<file path="config.mk">
export PLATFORM = sky130hd
export DESIGN_NAME = result_tx
export DESIGN_NICKNAME = d
export VERILOG_FILES = /design/src/rtl/result_tx_pkg.sv /design/src/rtl/result_tx_bit_timer.sv /design/src/rtl/result_tx.sv
export SDC_FILE = /design/constraint.sdc
export NUM_CORES = 1
export LEC_CHECK = 0
export CAP_MARGIN = 20
export CORE_MARGIN = 3
export CORE_UTILIZATION = 50
export CTS_CLUSTER_SIZE = 30
export DETAILED_ROUTE_END_ITERATION = 10
export PLACE_DENSITY = 0.74
export SLEW_MARGIN = 20
export SYNTH_ARGS = -nofsm -noshare
export SYNTH_HDL_FRONTEND = slang
export SYNTH_HIERARCHICAL = 1
export SYNTH_SLANG_ARGS = --single-unit
</file>
<file path="constraint.sdc">
create_clock -name i_clock -period 2.1 [get_ports i_clock]
set_clock_uncertainty 0.05 [all_clocks]
set_input_delay 0.42 -clock i_clock [delete_from_list [all_inputs] [get_ports i_clock]]
set_output_delay 0.42 -clock i_clock [all_outputs]
set_load 0.05 [all_outputs]
</file>
<file path="src/rtl/result_tx_pkg.sv">
// Shared definitions for the result_tx serial transmitter: FSM encoding and
// the helper that sizes its counters.
package result_tx_pkg;

  typedef enum logic [1:0] {
    StIdle  = 2'd0,
    StStart = 2'd1,
    StData  = 2'd2,
    StStop  = 2'd3
  } tx_state_e;

  // Bits needed to hold 0..n-1; never less than one bit.
  function automatic int unsigned cnt_width(input int unsigned n);
    int unsigned w;
    w = (n <= 1) ? 1 : $clog2(n);
    return w;
  endfunction

endpackage

</file>
<file path="src/rtl/result_tx_bit_timer.sv">
// Bit-period timer: counts 0..CLKS_PER_BIT-1 while enabled, held at zero
// otherwise, and flags the last cycle of each bit period.
module bit_timer
  import result_tx_pkg::*;
#(
  parameter int unsigned CLKS_PER_BIT = 5208
) (
  input  logic i_clock,
  input  logic i_reset,
  input  logic i_enable,
  output logic o_tick
);

  localparam int unsigned CntW = cnt_width(CLKS_PER_BIT);
  localparam logic [CntW-1:0] LastCnt = CntW'(CLKS_PER_BIT - 1);

  logic [CntW-1:0] cnt_q, cnt_d;

  always_comb begin
    cnt_d = '0;
    if (i_enable && (cnt_q != LastCnt)) begin
      cnt_d = cnt_q + CntW'(1);
    end
  end

  always_ff @(posedge i_clock) begin
    if (i_reset) begin
      cnt_q <= '0;
    end else begin
      cnt_q <= cnt_d;
    end
  end

  assign o_tick = i_enable && (cnt_q == LastCnt);

endmodule

</file>
<file path="src/rtl/result_tx.sv">
// Serialises an ALU result word as an 8N1-style UART frame (start, data LSB
// first, one or two stop bits) with a valid/ready request handshake.
module result_tx
  import result_tx_pkg::*;
#(
  parameter int unsigned N_BITS       = 8,
  parameter int unsigned CLKS_PER_BIT = 5208,
  parameter int unsigned STOP_BITS    = 1
) (
  input  logic              i_clock,
  input  logic              i_reset,
  input  logic              i_valid,
  input  logic [N_BITS-1:0] i_data,
  output logic              o_ready,
  output logic              o_tx,
  output logic              o_done
);

  localparam int unsigned IdxW = cnt_width(N_BITS);
  localparam logic [IdxW-1:0] LastIdx = IdxW'(N_BITS - 1);
  localparam logic LastStop = (STOP_BITS == 2);

  tx_state_e         state_q, state_d;
  logic [N_BITS-1:0] shift_q, shift_d;
  logic [IdxW-1:0]   idx_q, idx_d;
  logic              stop_q, stop_d;
  logic              tx_q, tx_d;
  logic              done_q, done_d;
  logic              tick;
  logic              accept;

  bit_timer #(
    .CLKS_PER_BIT(CLKS_PER_BIT)
  ) u_bit_timer (
    .i_clock (i_clock),
    .i_reset (i_reset),
    .i_enable(state_q != StIdle),
    .o_tick  (tick)
  );

  assign accept = i_valid && (state_q == StIdle);

  always_comb begin
    state_d = state_q;
    shift_d = shift_q;
    idx_d   = idx_q;
    stop_d  = stop_q;
    done_d  = 1'b0;
    unique case (state_q)
      StIdle: begin
        if (accept) begin
          state_d = StStart;
          shift_d = i_data;
          idx_d   = '0;
          stop_d  = 1'b0;
        end
      end
      StStart: begin
        if (tick) begin
          state_d = StData;
        end
      end
      StData: begin
        if (tick) begin
          shift_d = shift_q >> 1;
          if (idx_q == LastIdx) begin
            state_d = StStop;
            idx_d   = '0;
          end else begin
            idx_d = idx_q + IdxW'(1);
          end
        end
      end
      StStop: begin
        if (tick) begin
          if (stop_q == LastStop) begin
            state_d = StIdle;
            stop_d  = 1'b0;
            done_d  = 1'b1;
          end else begin
            stop_d = 1'b1;
          end
        end
      end
      default: state_d = StIdle;
    endcase
  end

  // Line level is derived from the next state so o_tx stays a pure register.
  always_comb begin
    tx_d = 1'b1;
    unique case (state_d)
      StStart: tx_d = 1'b0;
      StData:  tx_d = shift_d[0];
      default: tx_d = 1'b1;
    endcase
  end

  always_ff @(posedge i_clock) begin
    if (i_reset) begin
      state_q <= StIdle;
      shift_q <= '0;
      idx_q   <= '0;
      stop_q  <= 1'b0;
      tx_q    <= 1'b1;
      done_q  <= 1'b0;
    end else begin
      state_q <= state_d;
      shift_q <= shift_d;
      idx_q   <= idx_d;
      stop_q  <= stop_d;
      tx_q    <= tx_d;
      done_q  <= done_d;
    end
  end

  assign o_ready = (state_q == StIdle);
  assign o_tx    = tx_q;
  assign o_done  = done_q;

endmodule

</file>
### Word-level counts from Yosys, hierarchy flattened

Cells that the tools add are included.

* bits in registers: 29
* input bits: 11
* output and inout bits: 3
* word-level logic and storage cells: 55

* add/sub/neg operators: 2
* equality and inequality tests: 11
* multiplexer cells: 20
* bitwise operators: 3
* reduce and logical (&&, ||, !) cells: 11

Operators with widths (count)
* $mux 8: 2
* $pmux 8 s2: 1
* $add 13x1->13 const B: 1
* $eq 13x13->1 const B: 1
* $ne 13x13->1 const B: 1
* $mux 2: 6
* $mux 3: 3
* $pmux 2 s4: 1
* $eq 2x2->1 const B: 3
* $pmux 3 s2: 1
* $reduce_and 3->1: 2
* $reduce_bool 2->1: 3
* $eq 2x1->1 const B: 2
* $mux 1: 4
* $ne 2x2->1 const B: 2
* $pmux 1 s2: 2
* $add 3x1->3 const B: 1
* $eq 3x3->1 const B: 1
* $logic_and 1x1->1: 3
* $not 1->1: 3
* $reduce_or 3->1: 1
* $logic_not 2->1: 1
* $ne 2x1->1 const B: 1
* $reduce_or 2->1: 1

### Longest topological paths before layout

Gate-level depths: netlist of the first run.

* word-level depth: 6
* gate-level depth with buffers: 9
* gate-level depth less buffers: 8

### Cells and area by module

Netlist of the first run, hierarchy kept.

Modules (own cells, without submodules)
* result_tx: times used 1, cells an instance 89, area each 780.7 sq um, seq. area each 300.3 sq um
* bit_timer: times used 1, cells an instance 66, area each 600.6 sq um, seq. area each 260.2 sq um

### Worst setup path after synthesis of the first run

OpenSTA, ideal clock, no wires.

* path type: reg-to-reg
* start: register u_bit_timer.cnt_q[5]
* end: register tx_q (netlist: o_tx)
* setup time: 0.074 ns
* arrival time: 2.106 ns
* required time: 1.976 ns
* slack: -0.130 ns
* stages on the path, launching flop included: 7
* buffers on the path: 1
* clock period less this slack: 2.230 ns
* cell sequence: dfxtp_1 > or4_4 > nor4_1 > buf_4 > nand4b_1 > and3_1 > a31oi_1

* cells in the longest elaborated chain, start to end: 6
* elaborated cells between the ends (all ways): 11
* classes of those cells: eq/ne: 3; mux: 7; reduce/logical: 1

Ends and longest elaborated chain
* start, declared: line result_tx_bit_timer.sv:17 `logic [CntW-1:0] cnt_q, cnt_d;`
* start signal, assigned: line result_tx_bit_timer.sv:30 `cnt_q <= cnt_d;`
* $eq 13x13->1 (*): line result_tx_bit_timer.sv:34 `assign o_tick = i_enable && (cnt_q == LastCnt);`
* $logic_and 1x1->1 (*): line result_tx_bit_timer.sv:34
* named net tick: line result_tx.sv:29 `logic tick;`
* $mux 2 (on tied branches): line result_tx.sv:75, result_tx.sv:59, result_tx.sv:64
* $pmux 2 s4: line result_tx.sv:49 `unique case (state_q)`
* $eq 2x2->1 / $eq 2x1->1 (equally long branches): line result_tx.sv:92 `unique case (state_d)`
* $pmux 1 s2 (*): line result_tx.sv:92
* end signal, assigned: line result_tx.sv:112 `tx_q <= tx_d;`
* end, declared: line result_tx.sv:27 `logic tx_q, tx_d;`

The timed path passes the listed nets; every way through them passes the cells marked *. The select of a mux whose other input is x is not followed.
A chain may end at the register's enable or synchronous reset.

### Worst setup path after layout of the first run

Same ends and word-level chain as after synthesis.

==> results of run 1 <==
-- path summary, 6_finish.rpt --
check | startpoint | to
setup / recovery | u_bit_timer/cnt_q[5]$_SDFF_PP0_ | o_tx$_SDFF_PP1_
hold / removal | shift_q[2]$_SDFFE_PP0P_ | shift_q[2]$_SDFFE_PP0P_
setup reg to reg | u_bit_timer/cnt_q[5]$_SDFF_PP0_ | o_tx$_SDFF_PP1_
hold reg to reg | shift_q[2]$_SDFFE_PP0P_ | shift_q[2]$_SDFFE_PP0P_
-- layer usage --
metal,track usage [%],vias to the layer above,wire (um)
met5,0,-,0
met4,6.954,0,32
met3,1.974,4,196
met2,31.42,39,1459
met1,25.85,589,1243
li1,-,615,-
-- repair_timing --
action	4_1_cts	5_1_grt
endpoints found under the setup margin	9	9
resized for setup	1	6
hold buffers	0	0
cloned	0	0
pin swaps	0	5
buffers inserted	0	1
-- flip-flops by register name, summed over array words and instances (netlist names) --
| register | flops |
|---|---|
| o_done | 1 |
| idx_q | 3 |
| shift_q | 8 |
| o_tx | 1 |
| state_q | 2 |
| u_bit_timer/cnt_q | 13 |
-- placed cells by master, fill, tap and decap left out, types with 3 or more instances in the layout --
cell / Yosys / final
inv_1: 6 / 6
o21ai_0: 5 / 5
nand4_1: 4 / 4
buf_4: 1 / 12
dfxtp_1: 28 / 27
nand2_1: 14 / 14
o31ai_1: 4 / 4
ha_1: 3 / 3
a32oi_1: 7 / 7
clkbuf_4: 0 / 3
or3_1: 3 / 3
a21oi_1: 18 / 17
or4_1: 4 / 4
clkdlybuf4s50_1: 0 / 12
nand3_1: 4 / 4
nor2_1: 11 / 11
or2_0: 5 / 5
-- power by group through the flow --
| stage | Clock [mW] | Sequential, mW | Combinational [mW] |
|---|---|---|---|
| after floorplan | 0 | 0.568 | 0.0593 |
| after CTS | 0.362 | 0.554 | 0.105 |
| after detailed placement | 0 | 0.565 | 0.104 |
| after global routing | 0.381 | 0.556 | 0.119 |
| final | 0.353 | 0.554 | 0.109 |
| after global placement | 0 | 0.564 | 0.102 |
-- cell type report --
class                      count  area (sq um)
clock inverter                 1         30.03
fill                         225         864.6
multi-input combinational    113         764.5
clock buffer                   3         22.52
timing repair buffer          26         241.5
tap                           30         37.54
inverter                       6         22.52
sequential                    28         561.8
-- critical path: cells and delay by family (launching register included) --
family           cells  cell delay, ns
AND/OR/NAND/NOR      4            1.37
flip-flops           1            0.35
AO/OA/AOI/OAI        2            0.23
-- cell families after synthesis --
kind of cell	after synthesis	share of synthesized area, %
AND/OR/NAND/NOR	64	27.18
adder cells (fa/ha/maj)	3	2.718
XOR/XNOR	3	1.903
flip-flops	28	40.58
buffers and inverters	14	6.340
multiplexers	2	1.449
AO/OA/AOI/OAI	41	19.84
==> impl_metrics.toml, run 1 <==
[run_status]
status = "finished, violations left"
violations = "setup timing"

[critical_path]
crit_type = "reg -> reg"
critPathRequiredTime_ns = 2.27
end_kind = "flip-flop"
path_cells = "or4_4 > nor4_4 > nand2_1 > or2_1 > a21oi_2 > a31oi_1"
cp_max_fo = 4
crit_slowest_cell = "or4_4"
r2r_slack_ns = -0.01
reg2reg_depth = 6
crit_arrival_ns = 2.28
cp-start-kind = "flip-flop"
critPathMaxStageDelay_ns = 0.56

[timing]
slew-limit-headroom_pct = 63.52
worst_pin_slew_ns = 0.5472
fmax_mhz = 472.9
setup_viol = 1
setup_tns_ns = -0.01484
hold_viol_final = 0
worst_hold_slack_ns = 0.4243
maxSlewViolCount = 0
fin_crit_ns = 2.115
grt_setup_unrepaired = "yes"
worst_slack_ns = -0.01484
fin_crit_sh_pct = 100.7

[global_routing]
grt_first_pass_wirelength_mm = 5.161
grt_pass1_vias = 1188
grtUsageTotal_pct = 19.09
overflow = 0
antenna_found_initial = 0
grt_max_degree = 22

[drt]
routed_wl_mm = 2.932
vias_per_cell = 6.024
drtPass1Iterations = 4
num_vias = 1247
wl_per_cell_um = 14.16
drc_errors = 0
antenna_left = 0
first_iter_violations = 51

[synthesis]
synth_edf_count = 0
synth_area_sq_um = 1381
syn_nets = 169
async_flop_share_pct = 0
yosysWarnings = 6
yosys.area.top_type = "dfxtp_1"
ys_seq_area_share_pct = 40.58
post_synth_main_area_contributors = "dfxtp_1, a21oi_1, a32oi_1"
ys_seq_elements = 28
ys_types = 44
netlist_top_cells_count = "dfxtp_1, a21oi_1, nand2_1"
synth_most_common_cell = "dfxtp_1"
synth-main-ff-cell = "dfxtp_1"
synth_top_area_share_pct = 40.58
avgSynthCellArea_sq_um = 8.912
synth_cells = 155

[min_path]
holdPathStages = 2
hp-class = "reg -> reg"

[power]
p_total_mw = 1.015
powerDensity_nw_per_um2 = 604.2
p_leak_nw = 0.5746
swShare_pct = 21.95
clock_power_share_pct = 34.7
seqPwrFrac_pct = 54.5
ir_drop_v = 0.0004509
power_frac_comb_pct = 10.8
p_switching_mw = 0.2228
p_int_mw = 0.7924

[cts]
cts_buffers = 3
insertion_delay_ns = 0.33
cts_tree = "built"
htree_levels = 1
clock_sinks = 28
cts_buffer_depth = 2
cts.clk_slew.worst_paths_ns = 0.15
cts_root_buf = "clkbuf_4"

[finish]
fin_nets = 192
antennaDiodeCount = 0
drive_gt1_share_pct = 16.38
instances_no_fill = 207
final_area_sq_um = 1680
area_growth_pct = 21.65
final_core_utilization_pct = 66.03

[placed_design]
gp_congestion = 0.8011
portBuffers = 13
postPlaceCellArea_sq_um = 1590
placed_cells = 202
dp_hpwl_mm = 1.956
dp_slack_ns = 0.01449

[floorplan]
die_width_um = 58.56
core_area_sq_um = 2545
start_util_pct = 54.28
die_h_um = 58.56
fp.dieArea_sq_um = 3429
ioPinCount = 14
rows = 18

[flow_run]
cap_violations = 0
Note: power is estimated with default switching activity, not from simulation.
==> inputs of run 2 (changes only) <==
Settings changed: CORE_MARGIN 3 to unset, CORE_UTILIZATION 50 to 51, CTS_BUF_LIST set to sky130_fd_sc_hd__clkbuf_8, PLACE_DENSITY 0.74 to 0.73.
Clock period 2.1 ns to 2 ns, I/O delays scaled along.
==> run 2 against run 1 <==
  * The flow now finishes without violations
  * Worst hold slack worse by 0.0092 ns
  * Utilization is 2.3 points higher
  * Global-route usage is 3.4 points higher
  * Clock-buffer cell count stayed put
  * Die area is 15% lower
  * Non-clock buffer count is 1 higher
  * Sequential share of layout area is 0.85 points lower
  * Wire length is 1.6% higher
  * Critical path depth is 1 higher
  * Clock power is 27% higher
==> impl_metrics.toml, run 2 (synthesis gave the netlist of run 1 again) <==
[drt]
first_iter_violations = 34
wl_met1_mm = 1.402
routed.top_layer = "met4"
wl_per_cell_um = 14.25
num_vias = 1246
dr_wl_met3_um = 114
routed_wl_mm = 2.979
antenna_left = 0
vias_per_cell = 5.962
drtPass1Iterations = 5
drc_errors = 0
met2_length_mm = 1.428

[timing]
maxSlewViolCount = 0
fmax_mhz = 501.3
fin_crit_ns = 1.995
worst_slack_ns = 0.005297
grt_setup_unrepaired = "yes"
fin_crit_sh_pct = 99.74
setup_viol = 0
hold_viol_final = 0
slew-limit-headroom_pct = 62.70
worst_pin_slew_ns = 0.5596

[finish]
fin_nets = 194
drive_gt1_share_pct = 18.99
area_growth_pct = 24.82
antennaDiodeCount = 0
largest_reg_flops = 13
final_area_sq_um = 1724
top_register = "u_bit_timer/cnt_q"
reg_top3 = "u_bit_timer/cnt_q x13, shift_q x8, idx_q x3"
layout_commonest_cell = "dfxtp_1"
final_cell_mix = "dfxtp_1, a21oi_1, nand2_1"

[power]
p_switching_mw = 0.2490
p_leak_nw = 0.5881
swShare_pct = 21.71
powerDensity_nw_per_um2 = 665.1
power_frac_comb_pct = 10.2
p_total_mw = 1.147
seqPwrFrac_pct = 50.6
p_int_mw = 0.8978
ir_drop_v = 0.0005947
clock_power_share_pct = 39.2

[cts]
htree_levels = 1
cts_root_buf = "clkbuf_8"
cts_buffer_depth = 2
insertion_delay_ns = 0.28
cts_tree = "built"
cts.clk_slew.worst_paths_ns = 0.10
cts_buffers = 3
clock_sinks = 28

[global_routing]
grtUsageTotal_pct = 22.52
grt_pass1_vias = 1038
antenna_found_initial = 0
overflow = 0
grt_max_degree = 22
grt_first_pass_wirelength_mm = 4.602

[placed_design]
portBuffers = 13
dp_slack_ns = 0.001256
postPlaceCellArea_sq_um = 1602
dp_hpwl_mm = 2.072
gp_congestion = 0.7850

[min_path]
holdPathStages = 2
hp-class = "reg -> reg"

[critical_path]
end_kind = "flip-flop"
cp_max_fo = 12
crit_arrival_ns = 2.10
cp-start-kind = "flip-flop"
critPathRequiredTime_ns = 2.11
crit_type = "reg -> reg"
reg2reg_depth = 7

[floorplan]
die_width_um = 54.05
die_h_um = 54.05
start_util_pct = 54.76
fp.dieArea_sq_um = 2921
core_area_sq_um = 2522
ioPinCount = 14
rows = 18

[run_status]
status = "completed"

[flow_run]
cap_violations = 0
==> run 2: cell types whose count changed in the layout (fill, tap and decap cells not counted), sizes merged <==
cell and delta:
a21o +1, buf +1
==> run 2: repair_timing <==
action / CTS / global route
pin swaps: 4 / 3
cloned: 0 / 1
gates resized for setup: 4 / 4
endpoints found under the setup margin: 9 / 11
hold buffers: 0 / 0
setup buffers: 2 / 0
endpoints found under the hold margin: 0 / 0
==> run 2: worst paths after layout <==
path | from | endpoint | slack (ns)
max | u_bit_timer/cnt_q[8]$_SDFF_PP0_ | o_tx$_SDFF_PP1_ | 0.005
min | shift_q[2]$_SDFFE_PP0P_ | shift_q[2]$_SDFFE_PP0P_ | 0.42
max reg2reg | u_bit_timer/cnt_q[8]$_SDFF_PP0_ | o_tx$_SDFF_PP1_ | 0.005
min reg2reg | shift_q[2]$_SDFFE_PP0P_ | shift_q[2]$_SDFFE_PP0P_ | 0.42
==> run 2: metal layers <==
layer	vias up	GRT usage, %
met5	-	0
met4	0	8.120
met3	5	4.237
met2	24	36.42
met1	597	29.67
li1	620	-
==> run 2: through the flow <==
step	hold slack (ns)	TNS, ns	util [%]	std cells
3_5_place_dp	0.3990	0	63.49	202
6_report	0.4151	0	68.35	209
5_1_grt	0.4361	-0.5758	68.35	209
3_3_place_gp	0.3910	0	63.49	202
2_1_floorplan	0.3794	0	-	155
4_1_cts	0.4125	-0.01903	67.51	208
==> run 2: power by group through the flow <==
| stage | logic (mW) | clock network (mW) | registers, mW |
|---|---|---|---|
| 4_1_cts | 0.112 | 0.457 | 0.581 |
| 5_1_grt | 0.126 | 0.474 | 0.583 |
| 2_1_floorplan | 0.0630 | 0 | 0.596 |
| 3_3_place_gp | 0.107 | 0 | 0.593 |
| 6_report | 0.117 | 0.449 | 0.581 |
| 3_5_place_dp | 0.109 | 0 | 0.593 |
==> run 2: worst max-delay path: stages, from the launching register on <==
cell and delay (ns):
dfxtp_2 0.33, or4_4 0.55, nor4_4 0.35, buf_6 0.20, nor2b_1 0.07, nand2_1 0.07, and3_4 0.18, a31oi_1 0.08
==> run 2: final cells by class <==
type	count	area, sq um
Multi-Input combinational cell	114	782.0
Sequential cell	28	561.8
Fill cell	203	798.3
Clock inverter	1	30.03
Tap cell	30	37.54
Timing Repair Buffer	27	249.0
Inverter	6	22.52
Clock buffer	3	41.29
==> inputs of run 3 (changes only) <==
Settings changed: CORE_ASPECT_RATIO set to 0.75, CTS_CLUSTER_DIAMETER set to 200, HOLD_SLACK_MARGIN set to 0.03.
==> run 3 against run 2 <==
  * Die area about the same
  * Via count down 1.6%
  * Fmax up 0.26%
  * Final cell count up 0.96%
  * Wire length up 3.8%
  * First-iteration DRC count up 68%
  * Power down 9.0%
  * Register-to-register slack about the same
  * Non-clock buffer count down 1
  * Worst setup slack better by 0.0051 ns
  * Sequential power about the same
  * Global-route usage up 0.55 points
==> impl_metrics.toml, run 3 (synthesis gave the netlist of run 1 again) <==
[cts]
cts_buffers = 3
cts_root_buf = "clkbuf_8"
clock_sinks = 28
cts.clk_slew.worst_paths_ns = 0.09
htree_levels = 1
cts_tree = "built"
insertion_delay_ns = 0.27
cts_buffer_depth = 2

[finish]
top_register = "u_bit_timer/cnt_q"
reg_top3 = "u_bit_timer/cnt_q x13, shift_q x8, idx_q x3"
fill_cells = 189
final_cell_mix = "dfxtp_1, a21oi_1, nand2_1"
drive_gt1_share_pct = 19.77
area_growth_pct = 23.64
layout_commonest_cell = "dfxtp_1"
final_area_sq_um = 1708
fin_nets = 192
antennaDiodeCount = 0
largest_reg_flops = 13

[drt]
drc_errors = 0
drtPass1Iterations = 4
wl_per_cell_um = 14.65
antenna_left = 0
vias_per_cell = 5.810
routed_wl_mm = 3.091
num_vias = 1226
first_iter_violations = 57

[placed_design]
portBuffers = 13
postPlaceCellArea_sq_um = 1607
dp_hpwl_mm = 2.184
gp_congestion = 0.8365

[critical_path]
crit_arrival_ns = 2.14
crit_type = "reg -> reg"
cp-start-kind = "flip-flop"
critPathMaxStageDelay_ns = 0.57
path_cells = "or4_4 > nor4_4 > buf_6 > a32oi_1 > or2_1 > a21oi_1"
cp_max_fo = 12
critPathRequiredTime_ns = 2.15
r2r_slack_ns = 0.01
end_kind = "flip-flop"
crit_slowest_cell = "or4_4"

[global_routing]
grt_first_pass_wirelength_mm = 4.740
antenna_found_initial = 0
grtUsageTotal_pct = 23.07
grt_max_degree = 22
grt_pass1_vias = 1024
overflow = 0

[timing]
setup_viol = 0
hold_viol_final = 0
fmax_mhz = 502.6
grt_setup_unrepaired = "yes"
worst_hold_slack_ns = 0.3951
worst_pin_slew_ns = 0.4842
fin_crit_sh_pct = 99.48
slew-limit-headroom_pct = 67.62
fin_crit_ns = 1.990
maxSlewViolCount = 0
setup_tns_ns = 0

[min_path]
hp-class = "reg -> reg"

[floorplan]
start_util_pct = 57.05
die_h_um = 47.07
rows = 15
ioPinCount = 14
fp.dieArea_sq_um = 2923
core_area_sq_um = 2421
die_width_um = 62.10

[power]
powerDensity_nw_per_um2 = 611.2
p_leak_nw = 0.5689
ir_drop_v = 0.0004401

[run_status]
status = "completed"

[flow_run]
cap_violations = 0
-- run 3: worst max-delay path, delay by kind of cell (launching register included) --
kind	cells	cell delay [ns]
simple gates	3	1.11
flops	1	0.33
compound gates	2	0.24
buf+inv	1	0.20
-- run 3: stage by stage --
| stage | util, % | cells | setup slack [ns] | power, mW |
|---|---|---|---|---|
| 2_1_floorplan | - | 155 | 0.01753 | 0.6594 |
| 3_3_place_gp | 66.36 | 206 | 0.05029 | 0.7022 |
| 3_5_place_dp | 66.36 | 206 | -0.02695 | 0.7068 |
| 4_1_cts | 68.68 | 210 | -0.01412 | 1.046 |
| 5_1_grt | 70.54 | 211 | -0.1056 | 1.090 |
| 6_report | 70.54 | 211 | 0.01037 | 1.044 |
-- run 3: what timing repair did --
item                       4_1_cts  5_1_grt
hold buffers                     0        0
setup endpoints to repair        5       13
setup buffers                    0        1
resized for setup                1       11
pin swaps                        0        4
-- run 3: final timing paths --
path	from	to	cells past startpoint
setup reg to reg	u_bit_timer/cnt_q[5]$_SDFF_PP0_	shift_q[5]$_SDFFE_PP0P_	6
hold / removal	u_bit_timer/cnt_q[0]$_SDFF_PP0_	u_bit_timer/cnt_q[0]$_SDFF_PP0_	1
setup / recovery	u_bit_timer/cnt_q[5]$_SDFF_PP0_	shift_q[5]$_SDFFE_PP0P_	6
hold reg to reg	u_bit_timer/cnt_q[0]$_SDFF_PP0_	u_bit_timer/cnt_q[0]$_SDFF_PP0_	1
-- run 3: area by class of cell --
type | instances | area, sq um | area share [%]
Multi-Input combinational cell | 113 | 783.3 | 45.86
Sequential cell | 28 | 563.0 | 32.97
Tap cell | 34 | 42.54 | 2.491
Inverter | 6 | 22.52 | 1.319
Clock buffer | 4 | 55.05 | 3.223
Timing Repair Buffer | 26 | 241.5 | 14.14
-- run 3: per-layer routing --
layer / global-route usage (%) / up-vias / wire (um)
li1: - / 615 / -
met1: 31.82 / 586 / 1507
met2: 34.89 / 23 / 1454
met3: 6.887 / 2 / 110
met4: 7.111 / 0 / 19
met5: 0 / - / 0
-- run 3: where the power goes --
group | total (mW) | internal (mW) | switching [mW] | leakage (nW)
combinational | 0.121 | 0.0594 | 0.0613 | 0.312
sequential | 0.582 | 0.572 | 0.0101 | 0.228
clock | 0.341 | 0.176 | 0.165 | 0.0288
